<file path="src/rtl/cmp_seq_pkg.sv">
// rtl/cmp_seq_pkg.sv - shared types and sizing helpers for the sequential comparator
package cmp_seq_pkg;

   typedef enum logic {
      IDLE = 1'b0,
      SCAN = 1'b1
   } state_t;

   function automatic int slices_width(input int ns);
      return $clog2(ns) + 1;
   endfunction

   function automatic bit width_ok(input int w);
      return (w % 2 == 0) && (w >= 2);
   endfunction

endpackage

</file>
<file path="src/rtl/comparator_2bit.sv">
// rtl/comparator_2bit.sv - combinational 2-bit magnitude comparator slice
module comparator_2bit (
   input  logic A1,
   input  logic A0,
   input  logic B1,
   input  logic B0,
   output logic G,
   output logic E,
   output logic L
);

   logic hi_eq;

   assign hi_eq = ~(A1 ^ B1);
   assign G = (A1 & ~B1) | (hi_eq & A0 & ~B0);
   assign L = (~A1 & B1) | (hi_eq & ~A0 & B0);
   assign E = hi_eq & ~(A0 ^ B0);

endmodule

</file>
<file path="src/rtl/cmp_seq_ctrl.sv">
// rtl/cmp_seq_ctrl.sv - MSB-first pairwise comparator sequencer with early exit
module cmp_seq_ctrl
   import cmp_seq_pkg::*;
#(
   parameter int WIDTH = 8
) (
   input  logic                                   clk,
   input  logic                                   rst_n,
   input  logic                                   start,
   input  logic [WIDTH-1:0]                       A,
   input  logic [WIDTH-1:0]                       B,
   output logic                                   busy,
   output logic                                   done,
   output logic                                   G,
   output logic                                   E,
   output logic                                   L,
   output logic [slices_width(WIDTH/2)-1:0]       slices
);

   localparam int NS = WIDTH / 2;
   localparam int SW = slices_width(NS);
   localparam int IW = (NS > 1) ? $clog2(NS) : 1;

   if (!width_ok(WIDTH)) begin : g_width_check
      $error("cmp_seq_ctrl: WIDTH must be even and at least 2");
   end

   state_t           state, state_nx;
   logic [IW-1:0]    idx, idx_nx;
   logic [WIDTH-1:0] a_q, b_q;
   logic [1:0]       a_pair, b_pair;
   logic             cg, ce, cl;
   logic             fin;
   logic             load;

   assign a_pair = a_q[{idx, 1'b0} +: 2];
   assign b_pair = b_q[{idx, 1'b0} +: 2];

   comparator_2bit u_slice (
      .A1 (a_pair[1]),
      .A0 (a_pair[0]),
      .B1 (b_pair[1]),
      .B0 (b_pair[0]),
      .G  (cg),
      .E  (ce),
      .L  (cl)
   );

   assign busy = (state == SCAN);
   assign load = (state == IDLE) && start;

   // An equal pair at idx 0 ends the scan; the slice already reports 010 there.
   always_comb begin
      state_nx = state;
      idx_nx   = idx;
      fin      = 1'b0;
      case (state)
         IDLE: begin
            if (start) begin
               state_nx = SCAN;
               idx_nx   = IW'(NS - 1);
            end
         end
         SCAN: begin
            if (!ce || idx == '0) begin
               fin      = 1'b1;
               state_nx = IDLE;
            end else begin
               idx_nx = idx - IW'(1);
            end
         end
         default: state_nx = IDLE;
      endcase
   end

   always_ff @(posedge clk or negedge rst_n) begin
      if (!rst_n) begin
         state  <= IDLE;
         idx    <= '0;
         a_q    <= '0;
         b_q    <= '0;
         done   <= 1'b0;
         G      <= 1'b0;
         E      <= 1'b0;
         L      <= 1'b0;
         slices <= '0;
      end else begin
         state <= state_nx;
         idx   <= idx_nx;
         done  <= fin;
         if (load) begin
            a_q <= A;
            b_q <= B;
         end
         if (fin) begin
            G      <= cg;
            E      <= ce;
            L      <= cl;
            slices <= SW'(NS) - SW'(idx);
         end
      end
   end

endmodule
</file>
<file path="config.mk">
export PLATFORM = sky130hd
export DESIGN_NAME = cmp_seq_ctrl
export DESIGN_NICKNAME = d
export VERILOG_FILES = /design/src/rtl/cmp_seq_pkg.sv /design/src/rtl/comparator_2bit.sv /design/src/rtl/cmp_seq_ctrl.sv
export SDC_FILE = /design/constraint.sdc
export NUM_CORES = 1
export LEC_CHECK = 0
export CAP_MARGIN = 20
export CORE_AREA = 2 2 53 55
export DETAILED_ROUTE_END_ITERATION = 10
export DIE_AREA = 0 0 55 57
export GPL_ROUTABILITY_DRIVEN = 0
export PLACE_DENSITY = 0.81
export SLEW_MARGIN = 20
export SYNTH_ARGS = -nofsm -noshare
export SYNTH_HDL_FRONTEND = slang
export SYNTH_SLANG_ARGS = --single-unit
export TNS_END_PERCENT = 30
</file>
<file path="constraint.sdc">
create_clock -name clk -period 3.2 [get_ports clk]
set_clock_uncertainty 0.2 [all_clocks]
set_input_delay 0.64 -clock clk [delete_from_list [all_inputs] [get_ports clk]]
set_output_delay 0.64 -clock clk [all_outputs]
set_load 0.01 [all_outputs]
</file>
==> results of run 1 <==
==> routing by layer <==
metal	global-route usage	vias to the layer above	part of all wire
li1	-	349	-
met5	0	-	0
met1	0.1664	364	0.43
met2	0.2398	19	0.50
met3	0.01571	4	0.045
met4	0.08362	0	0.022
==> kinds of logic after synthesis <==
| group | count (synthesis) |
|---|---|
| compound gates | 7 |
| buf+inv | 9 |
| fa+ha+maj | 3 |
| simple gates | 8 |
| xor+xnor | 2 |
| mux | 26 |
| flops | 26 |
==> cells in the final DEF (no fill, tap or decap) <==
master and count:
inv_1 6, nand2b_1 1, xnor2_1 1, mux4_1 2
buf_4 2, mux2i_1 2, o21bai_1 1, clkdlybuf4s50_1 26
nor2b_1 1, clkbuf_8 1, mux2_2 20, nand2_1 2
xor2_1 1, clkbuf_4 3, mux4_2 2, a22o_1 1
nor2_1 3, ha_1 3, o31ai_4 1, a21o_2 1
a21oi_1 2, o21ai_0 1, dfrtp_1 26, nand4b_1 1
==> power groups by stage <==
stage	clock (mW)	sequential, mW	combinational, mW
final	0.155	0.562	0.693
after global routing	0.175	0.587	0.777
after CTS	0.167	0.568	0.707
after detailed placement	0	0.577	0.706
after global placement	0	0.571	0.673
after floorplan	0	0.556	0.523
==> path summary, 6_finish.rpt <==
| check | start | to |
|---|---|---|
| min reg2reg | b_q[3]$_DFFE_PN0P_ | b_q[3]$_DFFE_PN0P_ |
| max in group asynchronous | rst_n | a_q[1]$_DFFE_PN0P_ |
| max reg2reg | idx[0]$_DFFE_PN0P_ | L$_DFFE_PN0P_ |
| max | idx[0]$_DFFE_PN0P_ | L$_DFFE_PN0P_ |
| min in group asynchronous | rst_n | slices[1]$_DFFE_PN0P_ |
| min | b_q[3]$_DFFE_PN0P_ | b_q[3]$_DFFE_PN0P_ |
==> state kept, by name, indices dropped and copies added, names as in the netlist <==
| register | flops |
|---|---|
| E | 1 |
| G | 1 |
| L | 1 |
| a_q | 8 |
| b_q | 8 |
| busy | 1 |
| done | 1 |
| idx | 2 |
| slices | 3 |
==> area by class of cell <==
class / instances / area share
Inverter: 6 / 0.01479
Timing Repair Buffer: 28 / 0.1808
Clock buffer: 4 / 0.02383
Tap cell: 31 / 0.02547
Sequential cell: 26 / 0.4273
Multi-Input combinational cell: 46 / 0.3279
==> summary.txt, run 1 <==
Run status
  • Run status: complete, no violations

Timing
  • RSZ-0062 raised after global routing: false
  • Final period util: 0.8295
  • Setup TNS: 0 ns
  • Fin Hold WS: 0.3197 ns
  • Worst Tran Pin Value: 0.3236 ns
  • Fmax: 376.8 MHz
  • Final Hold Fails: 0
  • Max-slew headroom: 0.7842
  • Setup violators final: 0
  • Final Worst Setup Slack: 0.5457 ns
  • Max Slew Vio Count: 0
  • Final min period: 2.654 ns

Pwr
  • Static Leak: 0.6833 nW
  • Int Power: 0.9369 mW
  • Sw Ratio: 0.3360
  • Gate power share: 0.491
  • Total power: 1.411 mW
  • Sequential fraction of design power: 0.399
  • Clock Power Share: 0.110
  • VDD IR max: 0.5290 mV
  • Switching power: 0.4742 mW
  • Power per cell area: 926.7 nW/um^2

Route
  • Initial DRC count: 7
  • Via count: 736
  • Drt drc: 0
  • Drt total wl: 1859 um
  • Final ANT Viol Nets: 0
  • Pre-Repair DR Iteration Count: 2
  • Drt wl/cell: 13.18 um
  • DR vias/cell: 5.220

GRT
  • Antenna violations before repair: 0
  • GRT Overall Usage: 0.1413
  • Gr ovfl total: 0
  • First-pass GRT wire length: 3132 um
  • Number of global-route vias before repair: 736
  • Largest net degree at the start of global routing: 27

Synthesis
  • Top cell type's share of synthesized area: 0.5462
  • Mux cell area share after synthesis: 0.2878
  • Top FF cell, synth: dfrtp_1
  • Post-Syn Nets: 103
  • Cells after synthesis: 81
  • Yosys warning count: 0
  • FF+latch count, synth: 26
  • Syn Area/Cell: 14.71 sq um
  • Post-synthesis sequential area ratio: 0.5462
  • Simple-gate share of the synthesized area: 0.03361
  • Post-Synth XOR/XNOR Area: 0.01471
  • Most frequent cells after synthesis: 26 x dfrtp_1, 20 x mux2_2, 6 x inv_1, 3 x ha_1, 3 x nor2_1
  • Leading area contributor after synthesis: dfrtp_1
  • Post-Synth Adder-Cell Area: 0.03151
  • Number of synthesized flops with an enable pin: 0
  • Asr flop ratio synth: 1.000
  • Mapped Area: 1191 sq um
  • Netlist cell types: 22
  • Cell with the most instances after synthesis: dfrtp_1
  • Largest family of logic cells by synthesized area: multiplexers
  • Largest cells by area after synthesis: dfrtp_1 55%, mux2_2 19%, mux4_1 4.4%, mux4_2 3.8%, ha_1 3.2%
  • Synth Area in Compound Gates: 0.05147

Die
  • Die footprint: 3135 sq um
  • Rows: 19
  • Initial cell density of the core: 0.4555
  • Chip height: 57 um
  • Die Wd: 55 um
  • Core Area: 2615 sq um
  • # IOs: 27

Setup path
  • Setup crit end kind: flip-flop
  • Required time worst endpoint: 3.21 ns
  • Delay-heaviest family, CP: multiplexers
  • Critical Path, Cell by Cell: mux4_1, ha_1, inv_1, o31ai_4, mux2_2
  • CP max FO: 8
  • Crit start category: flip-flop
  • R2R setup slack: 0.55 ns
  • Critical Path Stages: 5
  • CP max stage cell: mux4_1
  • R2R depth: 5
  • Worst EP arrival: 2.66 ns
  • WS Path Type: reg2reg
  • CP bufs+invs: 1
  • Crit-path max cell delay: 0.64 ns

Placement
  • Cell Area, Placed: 1486 sq um
  • Placed cells: 137
  • Hpwl dp: 1451 um
  • Pre-CTS setup slack: 0.5417 ns
  • IO Port Bufs: 26

Layout
  • Layout cells sized above 1: 0.2727
  • Non-filler instance count after layout: 141
  • Register area: 650.6 sq um
  • # fillers: 226
  • Final Util: 0.5823
  • Diode count: 0
  • Final #Nets: 133
  • Area Overhead vs Synth: 27.84%
  • Post-route cell area: 1523 sq um
  • Multi-input gate area: 499.2 sq um

Clock tree
  • CTS Buf Count: 3
  • Clock buffer depth: 2
  • H-Tree Depth: 1
  • CTS tree: yes
  • Clk sink count: 26
  • Clock root cell: clkbuf_4
  • Hold-fix buffers, CTS: 0
  • Clock-pin transition on the worst setup and hold timing paths: 0.12 ns
  • Post-CTS Resized: 0
  • Clk Latency, worst-skew pair: 0.31 ns
  • # Post-CTS Setup Buffers: 0

Hold path
  • Hold depth: 1
  • Min-Delay Path Class: reg2reg

Job
  • Max Cap Violations: 0
No activity file was read; power rests on OpenSTA's default activity.
==> inputs of run 2 (changes only) <==
==> constraint.sdc (replaced) <==
create_clock -name clk -period 2.5 [get_ports clk]
set_clock_uncertainty 0.2 [all_clocks]
set_input_delay 0.5 -clock clk [delete_from_list [all_inputs] [get_ports clk]]
set_output_delay 0.5 -clock clk [all_outputs]
set_load 0.01 [all_outputs]
==> run 2 against run 1 <==
  * Global-route usage up 1.3 points
  * Critical path depth up 1
  * Register-to-register slack worse by 0.49 ns
  * Design area up 3.7%
  * Die area unchanged
  * Hold slack worse by 0.0024 ns
  * Critical path type unchanged
  * Critical endpoint is now G$_DFFE_PN0P_
  * Largest cell class unchanged
  * Largest power group unchanged
==> summary.txt, run 2 (synthesis gave the netlist of run 1 again) <==
GRT
  • Antenna violations before repair: 0 (unchanged)
  • Number of global-route vias before repair: 785 (+6.7%)
  • First-pass GRT wire length: 3422 um (+9.3%)
  • GRT Overall Usage: 0.1546 (+0.01328)
  • Largest net degree at the start of global routing: 27 (unchanged)
  • Gr ovfl total: 0 (unchanged)

Setup path
  • R2R depth: 6 (+1)
  • Worst EP arrival: 2.47 ns (-0.19 ns)
  • Setup crit end kind: flip-flop
  • Crit start category: flip-flop
  • CP max FO: 4 (-4)
  • Required time worst endpoint: 2.52 ns (-0.69 ns)
  • WS Path Type: reg2reg

Route
  • Drt drc: 0 (unchanged)
  • Initial DRC count: 16 (+9)
  • Via count: 791 (+7.5%)
  • Drt total wl: 2296 um (+24%)
  • Drt wl/cell: 15.94 um (+21%)
  • DR vias/cell: 5.493 (+5.2%)
  • Final ANT Viol Nets: 0 (unchanged)
  • Pre-Repair DR Iteration Count: 5 (+3)

Placement
  • Cell Area, Placed: 1494 sq um (+0.50%)
  • Pre-CTS setup slack: -0.04875 ns (-0.5904 ns)
  • Hpwl dp: 1534 um (+5.7%)
  • Placed cells: 138 (+0.73%)
  • IO Port Bufs: 26 (unchanged)

Pwr
  • Total power: 2.056 mW (+46%)
  • Sw Ratio: 0.3588 (+0.02275)
  • Sequential fraction of design power: 0.354 (-0.045)
  • Static Leak: 0.6998 nW (+2.4%)
  • Gate power share: 0.562 (+0.071)
  • Clock Power Share: 0.084 (-0.026)
  • Power per cell area: 1302 nW/um^2 (+40%)
  • VDD IR max: 0.8337 mV (+58%)
  • Switching power: 0.7376 mW (+56%)
  • Int Power: 1.318 mW (+41%)

Timing
  • Final Worst Setup Slack: 0.05418 ns (-0.4916 ns)
  • Fmax: 408.9 MHz (+8.5%)
  • Worst Tran Pin Value: 0.3276 ns (+0.003994 ns)
  • Final period util: 0.9783 (+0.1489)
  • Fin Hold WS: 0.3173 ns (-0.002420 ns)
  • Max-slew headroom: 0.7816 (-0.002663)
  • Max Slew Vio Count: 0 (unchanged)
  • Setup TNS: 0 ns (unchanged)
  • Setup violators final: 0 (unchanged)
  • Final Hold Fails: 0 (unchanged)
  • Final min period: 2.446 ns (-0.2084 ns)

Run status
  • Run status: complete, no violations

Die
  • Die footprint: 3135 sq um (unchanged)
  • Initial cell density of the core: 0.4555 (unchanged)
  • # IOs: 27 (unchanged)
  • Rows: 19 (unchanged)
  • Die Wd: 55 um (unchanged)
  • Chip height: 57 um (unchanged)
  • Core Area: 2615 sq um (unchanged)

Layout
  • Final Util: 0.6038 (+0.02153)
  • Non-filler instance count after layout: 144 (+2.1%)
  • Layout cells sized above 1: 0.3363 (+0.06356)
  • Top flop regs: a_q (8), b_q (8), slices (3)
  • Most common cell after layout, fill and taps aside: clkdlybuf4s50_1
  • Most frequent cells in the layout: 26 x clkdlybuf4s50_1, 25 x dfrtp_1, 18 x mux2_2
  • Post-route cell area: 1579 sq um (+3.7%)
  • Diode count: 0 (unchanged)
  • Final #Nets: 137 (+3.0%)
  • Area Overhead vs Synth: 32.56%

Clock tree
  • Clk sink count: 26 (unchanged)
  • Clk Latency, worst-skew pair: 0.32 ns (about the same)
  • Hold-fix buffers, CTS: 0 (unchanged)
  • CTS Buf Count: 3 (unchanged)
  • Clock buffer depth: 2 (unchanged)
  • H-Tree Depth: 1 (unchanged)
  • Clock-pin transition on the worst setup and hold timing paths: 0.13 ns (about the same)
  • CTS tree: yes
  • Clock root cell: clkbuf_4

Hold path
  • Min-Delay Path Class: in2async

Job
  • Max Cap Violations: 0 (unchanged)
## run 2: cell count changes in the layout (fill, tap and decap cells not counted), moves of 2 or more
cell,before,now
mux2_2,20,18
buf_4,2,4
mux2_4,0,2
buf_6,0,2
mux4_1,2,0
mux4_2,2,4
## run 2: area by class of cell
| cell class | count | area [sq um] |
|---|---|---|
| sequential | 26 | 651.9 |
| fill | 220 | 1036 |
| multi-input combinational | 46 | 530.5 |
| tap | 31 | 38.79 |
| inverter | 6 | 22.52 |
| timing repair buffer | 32 | 312.8 |
| clock buffer | 3 | 22.52 |
## run 2: what timing repair did
action,in CTS,in global routing
setup endpoints to repair,4,4
setup buffers,1,3
pin swaps,1,2
resized for setup,0,10
## run 2: power by group through the flow
stage                     registers (mW)  clock network [mW]  logic [mW]
after CTS                          0.718               0.179       0.937
after detailed placement           0.732                   0       0.922
final                              0.728               0.172        1.16
after floorplan                    0.711                   0       0.669
after global placement             0.723                   0       0.877
after global routing               0.753               0.197        1.26
## run 2: metal layers
metal | GRT usage | share of wire
met1 | 0.1786 | 0.39
met4 | 0.1045 | 0.061
met3 | 0.01571 | 0.045
met2 | 0.2602 | 0.51
met5 | 0 | 0
## run 2: worst paths after layout
path                                    start                  to  slack (ns)
min reg2reg                b_q[4]$_DFFE_PN0P_  b_q[4]$_DFFE_PN0P_        0.32
min in group clk           b_q[4]$_DFFE_PN0P_  b_q[4]$_DFFE_PN0P_        0.32
max reg2reg                idx[0]$_DFFE_PN0P_       G$_DFFE_PN0P_        0.05
min                                     rst_n      done$_DFF_PN0_        0.32
max                        idx[0]$_DFFE_PN0P_       G$_DFFE_PN0P_        0.05
max in group asynchronous               rst_n  idx[0]$_DFFE_PN0P_        1.51
## run 2: critical path: stages, from the launching register on
cell and delay, ns:
dfrtp_2 0.43, mux4_2 0.56, ha_4 0.31, inv_1 0.09, o31ai_4 0.28, buf_4 0.16
mux2_2 0.32
==> inputs of run 3 (changes only) <==
--- a/config.mk
+++ b/config.mk
@@ -10,6 +10,7 @@
 export DETAILED_ROUTE_END_ITERATION = 10
 export DIE_AREA = 0 0 55 57
 export GPL_ROUTABILITY_DRIVEN = 0
+export GPL_TIMING_DRIVEN = 0
 export PLACE_DENSITY = 0.81
 export SLEW_MARGIN = 20
 export SYNTH_ARGS = -nofsm -noshare
==> run 3 against run 2 <==
  * Global-route usage increased by 0.83 points
  * Register-to-register slack improved by 0.03 ns
  * Final cell count increased by 2.1%
  * Via count decreased by 5.2%
  * Flip-flop and latch count unchanged
  * Routed wire length decreased by 6.2%
  * Clock-buffer cell count increased by 1
  * Maximum frequency increased by 1.0%
  * Design area increased by 0.40%
  * Sequential share of layout area decreased by 0.24 points
  * Power decreased by 2.6%
  * Critical path type unchanged
  * Largest cell class unchanged
  * Largest power group unchanged
==> summary.txt, run 3 (synthesis gave the netlist of run 1 again) <==
Route
  • DR vias/cell: 5.102 (-7.1%)
  • Drt drc: 0 (unchanged)
  • Drt wl/cell: 14.65 um (-8.1%)
  • Final ANT Viol Nets: 0 (unchanged)
  • Pre-Repair DR Iteration Count: 4 (-1)
  • Initial DRC count: 15 (-1)
  • Drt total wl: 2153 um (-6.2%)
  • Via count: 750 (-5.2%)

Hold path
  • Hold depth: 1
  • Min-Delay Path Class: reg2reg

Placement
  • Pre-CTS setup slack: -0.1785 ns (-0.1297 ns)
  • Hpwl dp: 1437 um (-6.3%)
  • Placed cells: 138 (unchanged)
  • IO Port Bufs: 26 (unchanged)

Clock tree
  • Clock-pin transition on the worst setup and hold timing paths: 0.15 ns (+0.02 ns)
  • Clock buffer depth: 2 (unchanged)
  • Clk Latency, worst-skew pair: 0.33 ns (about the same)
  • H-Tree Depth: 1 (unchanged)
  • Clk sink count: 26 (unchanged)
  • CTS tree: yes
  • CTS Buf Count: 3 (unchanged)
  • Clock root cell: clkbuf_4

Layout
  • Top flop regs: a_q (8), b_q (8), slices (3)
  • Layout cells sized above 1: 0.3190 (-0.01732)
  • # fillers: 220 (unchanged)
  • Diode count: 0 (unchanged)
  • Area Overhead vs Synth: 33.09%
  • Multi-input gate area: 523.0 sq um (-1.4%)
  • Non-filler instance count after layout: 147 (+2.1%)
  • Register area: 650.6 sq um (-0.19%)
  • Most common cell after layout, fill and taps aside: dfrtp_1
  • Most frequent cells in the layout: 26 x dfrtp_1, 25 x clkdlybuf4s50_1, 16 x mux2_2
  • Final #Nets: 139 (+1.5%)

GRT
  • Met2 usage: 0.2568 (-0.003401)
  • Number of global-route vias before repair: 754 (-3.9%)
  • Antenna violations before repair: 0 (unchanged)
  • GRT met1 Usage: 0.2310 (+0.05241)
  • Gr ovfl total: 0 (unchanged)
  • GRT Overall Usage: 0.1629 (+0.008317)
  • First-pass GRT wire length: 3698 um (+8.1%)
  • Largest net degree at the start of global routing: 27 (unchanged)
  • Most used routing layer: met2
  • M3 GR Usage: 0.01571 (unchanged)

Setup path
  • Worst EP arrival: 2.45 ns (-0.02 ns)
  • Critical Path, Cell by Cell: buf_6, mux4_2, ha_4, inv_1, o31ai_4, buf_4, mux2_4
  • Crit start category: flip-flop
  • Setup crit end kind: flip-flop
  • CP max stage cell: mux4_2
  • Required time worst endpoint: 2.53 ns (about the same)
  • CP max FO: 6 (+2)
  • WS Path Type: reg2reg
  • R2R depth: 7 (+1)
  • Crit-path max cell delay: 0.55 ns (about the same)

Pwr
  • Sequential fraction of design power: 0.356 (+0.002)
  • Switching power: 0.6882 mW (-6.7%)
  • Power per cell area: 1263 nW/um^2 (-3.0%)
  • Int Power: 1.313 mW (-0.37%)
  • Static Leak: 0.7154 nW (+2.2%)
  • Clock Power Share: 0.109 (+0.025)
  • VDD IR max: 0.7193 mV (-14%)
  • Sw Ratio: 0.3439 (-0.01494)
  • Gate power share: 0.535 (-0.027)

Die
  • Die Wd: 55 um (unchanged)
  • # IOs: 27 (unchanged)
  • Core Area: 2615 sq um (unchanged)
  • Rows: 19 (unchanged)
  • Chip height: 57 um (unchanged)
  • Die footprint: 3135 sq um (unchanged)
  • Initial cell density of the core: 0.4555 (unchanged)

Timing
  • Final Worst Setup Slack: 0.07941 ns (+0.02523 ns)
  • Setup violators final: 0 (unchanged)
  • Worst Tran Pin Value: 0.5756 ns (+0.2480 ns)
  • Fmax: 413.1 MHz (+1.0%)
  • Final period util: 0.9682 (-0.01009)
  • Final min period: 2.421 ns (-0.02523 ns)
  • Max Slew Vio Count: 0 (unchanged)
  • Max-slew headroom: 0.6163 (-0.1653)
  • Final Hold Fails: 0 (unchanged)

Job
  • Max Cap Violations: 0 (unchanged)

Run status
  • Run status: complete, no violations
-- run 3: final cells by class --
type / instances / share of cell area
Sequential cell: 26 / 0.4104
Multi-Input combinational cell: 46 / 0.3299
Timing Repair Buffer: 31 / 0.1863
Tap cell: 31 / 0.02447
Clock buffer: 4 / 0.02289
Inverter: 6 / 0.01421
Buffer: 3 / 0.01184
-- run 3: through the flow --
| stage | instance area [sq um] | power (mW) | setup TNS [ns] | hold slack (ns) | utilization |
|---|---|---|---|---|---|
| floorplan | 1191 | 1.380 | 0 | 0.004409 | - |
| global placement | 1490 | 1.598 | -0.9487 | 0.2774 | 0.5699 |
| detailed placement | 1490 | 1.645 | -1.354 | 0.2890 | 0.5699 |
| CTS | 1535 | 1.905 | 0 | 0.3240 | 0.5871 |
| global route | 1585 | 2.164 | -0.0007021 | 0.3482 | 0.6062 |
| finish | 1585 | 2.002 | 0 | 0.3188 | 0.6062 |
-- run 3: what timing repair did --
| action | 4_1_cts | 5_1_grt |
|---|---|---|
| gates cloned | 0 | 0 |
| resized for setup | 2 | 5 |
| hold buffers | 0 | 1 |
| pin swaps | 1 | 1 |
| hold endpoints to repair | 0 | 26 |
| setup endpoints to repair | 4 | 4 |
| setup buffers | 0 | 4 |
-- run 3: power groups by stage --
| stage | logic, mW | registers (mW) | clock network (mW) |
|---|---|---|---|
| finish | 1.07 | 0.713 | 0.218 |
| global route | 1.18 | 0.744 | 0.242 |
| CTS | 0.971 | 0.714 | 0.220 |
| detailed placement | 0.925 | 0.720 | 0 |
| global placement | 0.891 | 0.707 | 0 |
| floorplan | 0.669 | 0.711 | 0 |
-- run 3: critical path: cells and delay by family, from the launching register on --
kind | cells | cell delay [ns]
DFF | 1 | 0.36
buffers and inverters | 3 | 0.38
adders and majority gates | 1 | 0.31
muxes | 2 | 0.85
AOI/OAI and AO/OA | 1 | 0.23
-- run 3: routing by layer --
| layer | vias up | routed length [um] | part of all wire |
|---|---|---|---|
| li1 | 355 | - | - |
| met1 | 371 | 1016 | 0.47 |
| met2 | 20 | 1032 | 0.48 |
| met3 | 4 | 71 | 0.033 |
| met4 | 0 | 32 | 0.015 |
| met5 | - | 0 | 0 |
-- run 3: path summary, 6_finish.rpt --
path                            slack, ns                    end                   from
worst max-delay path                 0.08  slices[0]$_DFFE_PN0P_     idx[0]$_DFFE_PN0P_
worst min-delay path                 0.32  slices[2]$_DFFE_PN0P_  slices[2]$_DFFE_PN0P_
worst max register to register       0.08  slices[0]$_DFFE_PN0P_     idx[0]$_DFFE_PN0P_
worst min register to register       0.32  slices[2]$_DFFE_PN0P_  slices[2]$_DFFE_PN0P_
max in group asynchronous            1.24          E$_DFFE_PN0P_                  rst_n
min in group asynchronous            0.48         done$_DFF_PN0_                  rst_n
